===== src/rtl/instruction_fetch_unit_pkg.sv =====
// Shared constants and state encoding for the IF stage and its IF/ID register.
package instruction_fetch_unit_pkg;

  localparam int unsigned NB_PC_DEF    = 32;
  localparam int unsigned NB_INSTR_DEF = 32;
  localparam int unsigned NB_COUNT_DEF = 32;

  localparam logic [NB_INSTR_DEF-1:0] HALT_OPCODE_DEF = 32'hFFFF_FFFF;
  localparam logic [NB_INSTR_DEF-1:0] NOP_INSTR_DEF   = 32'h0000_0000;

  localparam int unsigned PC_INCREMENT = 4;

  typedef enum logic {
    RUN    = 1'b0,
    HALTED = 1'b1
  } fetch_state_e;

endpackage


===== src/rtl/instruction_fetch_unit_if.sv =====
// Fetch-stage bundle: control inputs, instruction-memory bus and IF/ID outputs.
// Handshake: no valid/ready; o_valid_to_id qualifies IF/ID contents, i_flush qualifies i_branch_target.
interface instruction_fetch_unit_if #(
  parameter int unsigned NB_PC    = 32,
  parameter int unsigned NB_INSTR = 32,
  parameter int unsigned NB_COUNT = 32
);
  logic                i_enable;
  logic                i_stall;
  logic                i_flush;
  logic [NB_PC-1:0]    i_branch_target;
  logic [NB_INSTR-1:0] i_instruction;
  logic [NB_PC-1:0]    o_pc;
  logic [NB_PC-1:0]    o_pc_plus4_to_id;
  logic [NB_INSTR-1:0] o_instruction_to_id;
  logic                o_valid_to_id;
  logic                o_halted;
  logic [NB_COUNT-1:0] o_fetch_count;

  modport slave (
    input  i_enable, i_stall, i_flush, i_branch_target, i_instruction,
    output o_pc, o_pc_plus4_to_id, o_instruction_to_id, o_valid_to_id,
           o_halted, o_fetch_count
  );

  modport master (
    output i_enable, i_stall, i_flush, i_branch_target, i_instruction,
    input  o_pc, o_pc_plus4_to_id, o_instruction_to_id, o_valid_to_id,
           o_halted, o_fetch_count
  );
endinterface


===== src/rtl/instruction_fetch_unit_if_id.sv =====
// Generic stage register: hold beats clear, clear beats load; nothing moves without enable.
module if_id_pipeline_register
  import instruction_fetch_unit_pkg::*;
#(
  parameter int unsigned          NB_PC     = NB_PC_DEF,
  parameter int unsigned          NB_INSTR  = NB_INSTR_DEF,
  parameter logic [NB_INSTR-1:0]  NOP_INSTR = NOP_INSTR_DEF
) (
  input  logic                i_clock,
  input  logic                i_reset,
  input  logic                i_enable,
  input  logic                i_hold,
  input  logic                i_clear,
  input  logic [NB_INSTR-1:0] i_instruction,
  input  logic [NB_PC-1:0]    i_pc_plus4,
  output logic [NB_INSTR-1:0] o_instruction,
  output logic [NB_PC-1:0]    o_pc_plus4,
  output logic                o_valid
);
  logic [NB_INSTR-1:0] instr_q, instr_d;
  logic [NB_PC-1:0]    pc_plus4_q, pc_plus4_d;
  logic                valid_q, valid_d;

  always_comb begin
    instr_d    = instr_q;
    pc_plus4_d = pc_plus4_q;
    valid_d    = valid_q;
    if (!i_hold) begin
      if (i_clear) begin
        instr_d    = NOP_INSTR;
        pc_plus4_d = '0;
        valid_d    = 1'b0;
      end else begin
        instr_d    = i_instruction;
        pc_plus4_d = i_pc_plus4;
        valid_d    = 1'b1;
      end
    end
  end

  always_ff @(posedge i_clock or posedge i_reset) begin
    if (i_reset) begin
      instr_q    <= NOP_INSTR;
      pc_plus4_q <= '0;
      valid_q    <= 1'b0;
    end else if (i_enable) begin
      instr_q    <= instr_d;
      pc_plus4_q <= pc_plus4_d;
      valid_q    <= valid_d;
    end
  end

  assign o_instruction = instr_q;
  assign o_pc_plus4    = pc_plus4_q;
  assign o_valid       = valid_q;
endmodule


===== src/rtl/instruction_fetch_unit.sv =====
// IF stage: PC register, next-PC selection, HALT freeze FSM and fetch counter feeding the IF/ID register.
module instruction_fetch_unit
  import instruction_fetch_unit_pkg::*;
#(
  parameter int unsigned          NB_PC       = NB_PC_DEF,
  parameter int unsigned          NB_INSTR    = NB_INSTR_DEF,
  parameter int unsigned          NB_COUNT    = NB_COUNT_DEF,
  parameter logic [NB_PC-1:0]     RESET_PC    = '0,
  parameter logic [NB_INSTR-1:0]  HALT_OPCODE = HALT_OPCODE_DEF,
  parameter logic [NB_INSTR-1:0]  NOP_INSTR   = NOP_INSTR_DEF
) (
  input  logic                      i_clock,
  input  logic                      i_reset,
  instruction_fetch_unit_if.slave   bus
);
  localparam logic [NB_PC-1:0] PC_INC = NB_PC'(PC_INCREMENT);

  fetch_state_e        state_q, state_d;
  logic [NB_PC-1:0]    pc_q, pc_d;
  logic [NB_COUNT-1:0] count_q, count_d;
  logic [NB_PC-1:0]    pc_plus4;
  logic                reg_hold, reg_clear;

  assign pc_plus4 = pc_q + PC_INC;

  always_comb begin
    state_d   = state_q;
    pc_d      = pc_q;
    count_d   = count_q;
    reg_hold  = 1'b0;
    reg_clear = 1'b0;
    case (state_q)
      RUN: begin
        if (bus.i_stall) begin
          reg_hold = 1'b1;
        end else if (bus.i_flush) begin
          // Wrong-path fetch, including a HALT, is dropped in favour of the redirect.
          pc_d      = bus.i_branch_target;
          reg_clear = 1'b1;
        end else if (bus.i_instruction == HALT_OPCODE) begin
          state_d = HALTED;
          count_d = count_q + 1'b1;
        end else begin
          pc_d    = pc_plus4;
          count_d = count_q + 1'b1;
        end
      end
      HALTED: begin
        // HALT goes to ID once; afterwards IF/ID stays a bubble until reset.
        reg_hold  = bus.i_stall;
        reg_clear = ~bus.i_stall;
      end
      default: state_d = RUN;
    endcase
  end

  always_ff @(posedge i_clock or posedge i_reset) begin
    if (i_reset) begin
      state_q <= RUN;
      pc_q    <= RESET_PC;
      count_q <= '0;
    end else if (bus.i_enable) begin
      state_q <= state_d;
      pc_q    <= pc_d;
      count_q <= count_d;
    end
  end

  if_id_pipeline_register #(
    .NB_PC     (NB_PC),
    .NB_INSTR  (NB_INSTR),
    .NOP_INSTR (NOP_INSTR)
  ) u_if_id (
    .i_clock       (i_clock),
    .i_reset       (i_reset),
    .i_enable      (bus.i_enable),
    .i_hold        (reg_hold),
    .i_clear       (reg_clear),
    .i_instruction (bus.i_instruction),
    .i_pc_plus4    (pc_plus4),
    .o_instruction (bus.o_instruction_to_id),
    .o_pc_plus4    (bus.o_pc_plus4_to_id),
    .o_valid       (bus.o_valid_to_id)
  );

  assign bus.o_pc          = pc_q;
  assign bus.o_halted      = (state_q == HALTED);
  assign bus.o_fetch_count = count_q;
endmodule


===== src/flat_wrapper.sv =====
// flat-port wrapper written by rule: the top's interface ports become plain ports
module instruction_fetch_unit_flat import instruction_fetch_unit_pkg::*;
#(
  parameter int unsigned          NB_PC       = NB_PC_DEF,
  parameter int unsigned          NB_INSTR    = NB_INSTR_DEF,
  parameter int unsigned          NB_COUNT    = NB_COUNT_DEF,
  parameter logic [NB_PC-1:0]     RESET_PC    = '0,
  parameter logic [NB_INSTR-1:0]  HALT_OPCODE = HALT_OPCODE_DEF,
  parameter logic [NB_INSTR-1:0]  NOP_INSTR   = NOP_INSTR_DEF
)
  (i_clock, i_reset, bus_i_enable, bus_i_stall, bus_i_flush, bus_i_branch_target, bus_i_instruction, bus_o_pc, bus_o_pc_plus4_to_id, bus_o_instruction_to_id, bus_o_valid_to_id, bus_o_halted, bus_o_fetch_count);
  instruction_fetch_unit_if #(.NB_PC(NB_PC), .NB_INSTR(NB_INSTR), .NB_COUNT(NB_COUNT)) bus_i ();
  input  logic i_clock;
  input  logic i_reset;
  input wire logic [$bits(bus_i.i_enable)-1:0] bus_i_enable;
  input wire logic [$bits(bus_i.i_stall)-1:0] bus_i_stall;
  input wire logic [$bits(bus_i.i_flush)-1:0] bus_i_flush;
  input wire logic [$bits(bus_i.i_branch_target)-1:0] bus_i_branch_target;
  input wire logic [$bits(bus_i.i_instruction)-1:0] bus_i_instruction;
  output wire logic [$bits(bus_i.o_pc)-1:0] bus_o_pc;
  output wire logic [$bits(bus_i.o_pc_plus4_to_id)-1:0] bus_o_pc_plus4_to_id;
  output wire logic [$bits(bus_i.o_instruction_to_id)-1:0] bus_o_instruction_to_id;
  output wire logic [$bits(bus_i.o_valid_to_id)-1:0] bus_o_valid_to_id;
  output wire logic [$bits(bus_i.o_halted)-1:0] bus_o_halted;
  output wire logic [$bits(bus_i.o_fetch_count)-1:0] bus_o_fetch_count;
  assign bus_i.i_enable = bus_i_enable;
  assign bus_i.i_stall = bus_i_stall;
  assign bus_i.i_flush = bus_i_flush;
  assign bus_i.i_branch_target = bus_i_branch_target;
  assign bus_i.i_instruction = bus_i_instruction;
  assign bus_o_pc = bus_i.o_pc;
  assign bus_o_pc_plus4_to_id = bus_i.o_pc_plus4_to_id;
  assign bus_o_instruction_to_id = bus_i.o_instruction_to_id;
  assign bus_o_valid_to_id = bus_i.o_valid_to_id;
  assign bus_o_halted = bus_i.o_halted;
  assign bus_o_fetch_count = bus_i.o_fetch_count;
  instruction_fetch_unit #(.NB_PC(NB_PC), .NB_INSTR(NB_INSTR), .NB_COUNT(NB_COUNT), .RESET_PC(RESET_PC), .HALT_OPCODE(HALT_OPCODE), .NOP_INSTR(NOP_INSTR)) u_core (.i_clock(i_clock), .i_reset(i_reset), .bus(bus_i));
endmodule

===== config.mk =====
export PLATFORM = sky130hd
export DESIGN_NAME = instruction_fetch_unit_flat
export DESIGN_NICKNAME = d
export VERILOG_FILES = /design/src/rtl/instruction_fetch_unit_pkg.sv /design/src/rtl/instruction_fetch_unit_if.sv /design/src/rtl/instruction_fetch_unit_if_id.sv /design/src/rtl/instruction_fetch_unit.sv /design/src/flat_wrapper.sv
export SDC_FILE = /design/constraint.sdc
export NUM_CORES = 1
export LEC_CHECK = 0
export ABC_CLOCK_PERIOD_IN_PS = 4300
export CELL_PAD_IN_SITES_DETAIL_PLACEMENT = 2
export CELL_PAD_IN_SITES_GLOBAL_PLACEMENT = 2
export CORE_MARGIN = 2
export CORE_UTILIZATION = 26
export CTS_BUF_LIST = sky130_fd_sc_hd__clkbuf_8
export CTS_CLUSTER_SIZE = 20
export DETAILED_ROUTE_END_ITERATION = 6
export GPL_TIMING_DRIVEN = 0
export PLACE_DENSITY_LB_ADDON = 0.12
export SLEW_MARGIN = 25
export SYNTH_ARGS = -nofsm -noshare
export SYNTH_HDL_FRONTEND = slang
export SYNTH_SLANG_ARGS = --single-unit
export TNS_END_PERCENT = 30

===== constraint.sdc =====
create_clock -name i_clock -period 4.3 [get_ports i_clock]
set_input_delay 0.645 -clock i_clock [delete_from_list [all_inputs] [get_ports i_clock]]
set_output_delay 0.645 -clock i_clock [all_outputs]
set_load 0.05 [all_outputs]

* After elaboration in Yosys (flattened, before gate mapping)
Index checks and enable logic that the tools add are counted.
Cells by class: reductions and logical operators 3, equality and inequality tests 2, add/sub/neg operators 2, mux-type cells 14, bitwise operators 4
Operators with widths (number):
- $mux 32 | 4
- $add 32x1->32 const B | 1
- $add 32x3->32 const B | 1
- $eq 32x32->1 const B | 1
- $mux 1 | 8
- $reduce_and 4->1 | 2
- $not 1->1 | 4
- $pmux 1 s2 | 2
- $ne 2x2->1 const B | 1
- $reduce_and 2->1 | 1
Storage, ports and cells: input port bits 69, logic and storage cells 31, output and inout bits 130, register bits after elaboration 130

* Longest topological paths before layout
Gate-level depths: netlist of run 1.
word-level depth 5, mapped depth 8, gate-level depth less buffers 6

* Modules after synthesis
A second synthesis of run 1 with hierarchy kept.
Second synthesis, totals: cells, all modules 657, area total of the unflattened synthesis 7337.0 µm²
Modules (own cells, without submodules):
- instruction_fetch_unit | cells each 446, area an instance 4210.3 µm², instances 1, sequential area each 1626.6 µm²
- if_id_pipeline_register | cells each 211, area an instance 3126.7 µm², instances 1, sequential area each 1626.6 µm²

* Least setup slack after synthesis of run 1
No wires, ideal clock.
path kind register -> register, start reg u_core.pc_q[2] (netlist: u_core.bus.o_pc[2]), end reg u_core.pc_q[12] (netlist: u_core.bus.o_pc[12]), data required time 4170 ps, arrival 2125 ps, library setup time 130 ps, stages on the path, launching flop included 7, clock period less this slack 2255 ps, buffers on the path 0, setup slack 2045 ps, cell sequence dfrtp_1 ha_1 nand3_1 nor3_1 and3_1 o211ai_1 o2bb2ai_1
Between the ends: word-level cells in the longest chain between the ends 3
Ends and longest elaborated chain:
- from (decl) | line instruction_fetch_unit.sv:19 | logic [NB_PC-1:0] pc_q, pc_d;
- from (signal assigned) | line instruction_fetch_unit.sv:64 | pc_q <= pc_d;
- $add 32x3->32 | line instruction_fetch_unit.sv:24 | assign pc_plus4 = pc_q + PC_INC;
- $mux 32 | line instruction_fetch_unit.sv:40 | end else if (bus.i_instruction == HALT_OPCODE) begin
- $mux 32 | line instruction_fetch_unit.sv:36 | end else if (bus.i_flush) begin
No other way between the ends. The select of a mux whose other input is x is not followed. A chain may end at the register's enable or synchronous reset.

* Worst setup path in the final report of run 1
start in bus_i_stall, end reg u_core.u_if_id.pc_plus4_q[20] (netlist: u_core.u_if_id.o_pc_plus4[20])
Between the ends: word-level cells in the longest chain between the ends 4, elaborated cells on any way between the ends 8, classes of those cells mux: 5; bitwise: 2; reduce/logical: 1
Ends and longest elaborated chain:
- from (decl) | line flat_wrapper.sv:16 | input wire logic [$bits(bus_i.i_stall)-1:0] bus_i_stall;
- $mux 1 | line instruction_fetch_unit.sv:34 | if (bus.i_stall) begin
- $pmux 1 s2 | line instruction_fetch_unit.sv:32 | case (state_q)
- $not 1->1 (no source line)
- $reduce_and 2->1 (no source line)
- to (signal assigned) | line instruction_fetch_unit_if_id.sv:48 | pc_plus4_q <= pc_plus4_d;
- to (decl) | line instruction_fetch_unit_if_id.sv:21 | logic [NB_PC-1:0] pc_plus4_q, pc_plus4_d;
Parallel ways exist; a longest one is shown, timed or not.

==> results of run 1 <==
-- metal layers --
layer | routed length, um | up-vias | GRT usage
li1 | - | 2623 | -
met1 | 10900 | 2945 | 0.260
met2 | 12000 | 181 | 0.345
met3 | 1340 | 26 | 0.0419
met4 | 323 | 0 | 0.0519
met5 | 0 | - | 0
-- per-stage QoR --
stage | hold slack, ns | total power [mW] | setup slack (ns) | TNS (ns) | std cells
floorplan | 0.745 | 2.34 | 0.186 | 0 | 594
global placement | 0.469 | 2.85 | -2.03 | -263.01 | 1110
detailed placement | 0.474 | 2.89 | 1.02 | 0 | 1111
CTS | 0.485 | 4.06 | 1.52 | 0 | 1143
global route | 0.519 | 4.19 | 1.38 | 0 | 1143
finish | 0.479 | 4.00 | 1.61 | 0 | 1144
-- state kept, by name, summed over array words and instances (netlist names) --
name / flops
u_core.u_if_id.o_valid: 1
u_core.bus.o_pc: 32
u_core.u_if_id.o_instruction: 32
u_core.bus.o_halted: 1
u_core.bus.o_fetch_count: 32
u_core.u_if_id.o_pc_plus4: 32
-- worst reg2reg max path, delay by kind of cell, from the launching register on --
kind	cells	cell delay (ns)
simple gates	3	1.22
flops	1	0.47
fa+ha+maj	1	0.31
compound gates	2	0.28
-- synth_stat cells, types with 8 or more instances --
master     number
a21oi_1        14
o21ai_0        30
and3_1         16
nor2_1         24
nand4_1        20
xor2_1         16
xnor2_1        41
clkbuf_1       31
a22o_1         43
dfrtp_1       130
o2bb2ai_1      15
a22oi_1        12
nand2_1        61
nor3_1         13
nand3_1        33
and4_1          8
o211ai_1       18
-- worst max-delay path by stage --
| stage | from | end | slack (ns) | cells past startpoint |
|---|---|---|---|---|
| floorplan | i_reset | u_core.bus.o_fetch_count[0] | 0.19 | 1 |
| global placement | i_reset | u_core.u_if_id.o_instruction[29] | -2.03 | 2 |
| detailed placement | bus_i_stall | u_core.u_if_id.o_pc_plus4[14] | 1.02 | 7 |
| CTS | bus_i_stall | u_core.u_if_id.o_pc_plus4[14] | 1.52 | 7 |
| global route | bus_i_stall | u_core.u_if_id.o_pc_plus4[7] | 1.38 | 7 |
| finish | bus_i_stall | u_core.u_if_id.o_pc_plus4[20] | 1.61 | 7 |
-- cell type report --
class,instances,share of cell area
Timing Repair Buffer,198,0.221
Tap cell,319,0.0442
Buffer,41,0.0188
Inverter,5,0.00291
Clock inverter,15,0.0205
Clock buffer,17,0.0259
Antenna cell,1,0.000277
Multi-Input combinational cell,418,0.306
Sequential cell,130,0.360
-- power groups by stage --
stage	logic, mW	clock network, mW	registers, mW
after floorplan	0.295	0	2.04
after global placement	1.31	0	1.55
after detailed placement	1.33	0	1.56
after CTS	1.33	1.19	1.54
after global routing	1.39	1.23	1.56
final	1.32	1.15	1.53
-- cell families after synthesis --
group	after synthesis	share of synthesized area
buffers and inverters	46	0.0305
adder cells (fa/ha/maj)	2	0.00403
AND/OR/NAND/NOR	200	0.173
AO/OA/AOI/OAI	155	0.181
flip-flops	130	0.525
multiplexers	4	0.00686
XOR/XNOR	57	0.0805
==> impl_metrics.tcl, run 1 <==
set metrics [dict create \
    grt_pass1_wl_um 38500 \
    design.portCount 199 \
    grt-ovfl-total 0 \
    final_hold_viol_count 0 \
    cellPowerDensity_nw_per_um2 443 \
    dp_hpwl_um 18000 \
    r2r-start "u_core.bus.o_pc[2]" \
    wl_per_cell_um 21.4 \
    rows 56 \
    cp.arrival_ns 3.00 \
    syn_area_per_cell_sq_um 10.4 \
    cts_tree "done" \
    drt_iter0_drc 233 \
    r2r_end "u_core.bus.o_pc[12]" \
    cts.sinks 130 \
    multi_input_area_sq_um 2760 \
    cp-start-kind "primary input" \
    utilization 0.385 \
    dr.pass1.iters 4 \
    peakVddDrop_uv 156 \
    min_to "u_core.bus.o_fetch_count[31]" \
    ant_nets 0 \
    grt.total_usage 0.201 \
    crit_buf_inv 3 \
    grt_pass1_vias 6513 \
    finalWorstPathRequiredPeriod_ns 2.69 \
    final_nets 882 \
    clkPwrFrac 0.287 \
    grt_start_max_net_pins 67 \
    final_layout_size_suffix_gt1_frac 0.0607 \
    placed_area_sq_um 8610 \
    cp_common_cell "clkbuf_1" \
    synth_cells 594 \
    min-delay-start "u_core.bus.o_fetch_count[31]" \
    clk_pin_slew_ns 0.09 \
    clk_latency_ns 0.46 \
    netSwitchingFraction 0.398 \
    syn2layout_area_growth_pct 45.6 \
    postCtsSetupBuffers 0 \
    cts_root_buffer "clkbuf_8" \
    clock_skew_ns 0.0134 \
    synth_top_cell_area_share 0.525 \
    ys.flop_type "dfrtp_1" \
    design.core.area_sq_um 23500 \
    pwr-share-seq 0.384 \
    cts-resized-gates 0 \
    rsz0062_at_grt "no" \
    worstPathCellList "clkdlybuf4s50_1, nand2b_1, clkbuf_1, nor2_1, nand2_1, clkbuf_1, o21ai_0" \
    vias_per_cell 5.05 \
    via_count 5775 \
    maxSlewViolCount 0 \
    hold_class "reg -> reg" \
    wl_um 24500 \
    relSlewSlack 0.394 \
    synth_nets 665 \
    nFillCells 2499 \
    crit_family "buffers and inverters" \
    yosys_warnings 0 \
    maxCapViolations 0 \
    synth-seq-area-share 0.525 \
    critPathMaxStageDelay_ns 0.47 \
    worstSetupPathType "in -> reg" \
    synthArstFlopShare 1.00 \
    hold_depth 1 \
    timing.final.crit_share 0.625 \
    internal_power_mw 2.41 \
    yosysTopAreaCell "dfrtp_1" \
    ys_types 45 \
    r2r_setup_slack_ns 1.89 \
    dieWidth_um 158 \
    place_congestion 0.812 \
    syn_area_sq_um 6200 \
    dieArea_sq_um 25100 \
    holdBufCountCts 0 \
    power_switching_mw 1.59 \
    final_cell_mix "clkdlybuf4s50_1, dfrtp_1, nand2_1, a22o_1, xnor2_1" \
    outcome "complete, no violations" \
    regArea_sq_um 3250 \
    cp_slowest_cell "clkbuf_1" \
    p_leak_nw 3.63 \
    antenna_found_initial 1 \
    io_buffers 197 \
    r2r_cells 6 \
    synth_edf_count 0 \
    end_kind "register" \
    h-tree-depth 4 \
    tightest_slew_ns 0.902 \
    clockBufferDepth 2 \
    die_y_um 158 \
    ys_ff_latch 130 \
    yosys-top-cells-area "dfrtp_1, a22o_1, xnor2_1" \
    required_ns 4.61 \
    clock.fmax_mhz 372 \
    finalSetupViolCount 0 \
    final_common_cell "clkdlybuf4s50_1" \
    cts_buffers 17 \
    start_util 0.264 \
    drc 0 \
    combPwrFrac 0.329 \
    final_area_sq_um 9030 \
    cp_max_fo 10 \
]
(Power assumes the default switching activity.)
==> run 2: changes to the inputs <==
- ABC_CLOCK_PERIOD_IN_PS: 4300 -> 2800
- CORE_UTILIZATION: 26 -> 29
- clock period: 4.3 -> 2.8 ns (I/O delays scaled with it)
==> impl_metrics.tcl, run 2 (synthesized netlist as in run 1, its figures left out) <==
set metrics [dict create \
    outcome "complete, no violations" \
    netSwitchingFraction 0.391 \
    critPathMaxStageDelay_ns 0.55 \
    insertedDiodeCount 0 \
    final_hold_viol_count 0 \
    timing.final.crit_share 0.876 \
    cp.arrival_ns 2.75 \
    rsz0062_at_grt "no" \
    place_ws_ns -0.142 \
    grt.total_usage 0.222 \
    clk_latency_ns 0.44 \
    dieArea_sq_um 22600 \
    final_nets 885 \
    grt_pass1_wl_um 38400 \
    design.portCount 199 \
    cp_max_fo 10 \
    design.core.area_sq_um 21000 \
    wl_per_cell_um 22.1 \
    hold_ws_ns 0.383 \
    cts_buffers 17 \
    clock_skew_ns 0.0138 \
    pwr-share-seq 0.378 \
    dieWidth_um 150 \
    tightest_slew_ns 0.879 \
    internal_power_mw 3.80 \
    maxCapViolations 0 \
    cp-start-kind "primary input" \
    multi_input_area_sq_um 2760 \
    cts-resized-gates 0 \
    rows 53 \
    start_util 0.295 \
    hold_class "in -> async" \
    cellPowerDensity_nw_per_um2 690 \
    p_leak_nw 3.66 \
    regArea_sq_um 3250 \
    maxSlewViolCount 0 \
    cts_root_buffer "clkbuf_8" \
    fin_cells 1102 \
    final_layout_size_suffix_gt1_frac 0.0665 \
    vias_per_cell 5.22 \
    placed_area_sq_um 8600 \
    dr.pass1.iters 4 \
    io_buffers 197 \
    clockBufferDepth 2 \
    via_count 5750 \
    worstSetupPathType "in -> reg" \
    clkPwrFrac 0.295 \
    grt-ovfl-total 0 \
    dp_hpwl_um 18100 \
    dp_cells 1070 \
    clk_pin_slew_ns 0.09 \
    h-tree-depth 4 \
    final_common_cell "clkdlybuf4s50_1" \
    grt_pass1_vias 6430 \
    end_kind "register" \
    required_ns 3.10 \
    cp_slowest_cell "clkbuf_1" \
    drc 0 \
    grt_start_max_net_pins 33 \
    fin_setup_tns_ns 0 \
    peakVddDrop_uv 247 \
    power_mw 6.24 \
    cts_tree "done" \
    postCtsSetupBuffers 0 \
    combPwrFrac 0.327 \
    wl_um 24300 \
    cts.sinks 130 \
    finalSetupViolCount 0 \
    die_y_um 150 \
    finalWorstPathRequiredPeriod_ns 2.45 \
    antenna_found_initial 0 \
    ant_nets 0 \
    worstPathCellList "clkdlybuf4s50_1, nand4_1, nor4_1, nand3_1, nand2_1, clkbuf_1, o2bb2ai_1" \
    fin_ws_ns 0.348 \
    holdBufCountCts 0 \
    utilization 0.430 \
    drt_iter0_drc 256 \
    syn2layout_area_growth_pct 45.9 \
    place_congestion 0.805 \
    nFillCells 2228 \
    power_switching_mw 2.44 \
    clock.fmax_mhz 408 \
    relSlewSlack 0.410 \
    final_cell_mix "clkdlybuf4s50_1, dfrtp_1, nand2_1, a22o_1, xnor2_1" \
    final_area_sq_um 9040 \
]
==> run 2: cell count changes in the layout (fill, tap and decap cells not counted), moves of 2 or more <==
cell,before,now
inv_8,2,0
clkinv_4,5,2
buf_12,0,4
inv_6,1,4
==> run 2: final timing paths <==
path	start	endpoint	slack [ns]	cells after the start
setup / recovery	bus_i_instruction[17]	u_core.bus.o_pc[6]	0.35	7
hold / removal	i_reset	u_core.u_if_id.o_pc_plus4[12]	0.38	2
setup reg to reg	u_core.bus.o_pc[2]	u_core.bus.o_pc[12]	0.36	6
hold reg to reg	u_core.bus.o_fetch_count[31]	u_core.bus.o_fetch_count[31]	0.47	1
max in group asynchronous	i_reset	u_core.bus.o_pc[31]	1.64	4
min in group i_clock	bus_i_flush	u_core.bus.o_fetch_count[2]	0.41	4
==> run 2: worst max-delay path: cells and delay by family <==
| family | cells | cell delay (ns) |
|---|---|---|
| and+or+nand+nor | 4 | 1.11 |
| buffers and inverters | 2 | 1.07 |
| AOI/OAI and AO/OA | 1 | 0.13 |
==> run 2: layout make-up <==
| class | count | share of cell area |
|---|---|---|
| sequential | 130 | 0.360 |
| multi-input combinational | 418 | 0.306 |
| timing repair buffer | 201 | 0.227 |
| tap | 275 | 0.0380 |
| clock buffer | 17 | 0.0259 |
| clock inverter | 15 | 0.0227 |
| buffer | 41 | 0.0188 |
| inverter | 5 | 0.00249 |
==> run 2: layer usage <==
metal	up-vias	wire length, um	GRT usage	part of all wire
met5	-	0	0	0
met4	0	247	0.0514	0.010
met3	19	939	0.0409	0.039
met2	151	12500	0.388	0.51
met1	2960	10700	0.285	0.44
li1	2620	-	-	-
==> run 2: power by group through the flow <==
stage	logic [mW]	clock network, mW	registers [mW]
floorplan	0.453	0	3.13
global placement	2.00	0	2.37
detailed placement	2.05	0	2.39
CTS	2.06	1.89	2.36
global route	2.15	1.96	2.40
finish	2.04	1.84	2.36
==> run 3: changes to the inputs <==
- ABC_AREA: not set -> 0
==> results of run 3 <==
No change in the layout: final DEF, timing and power equal those of run 2.
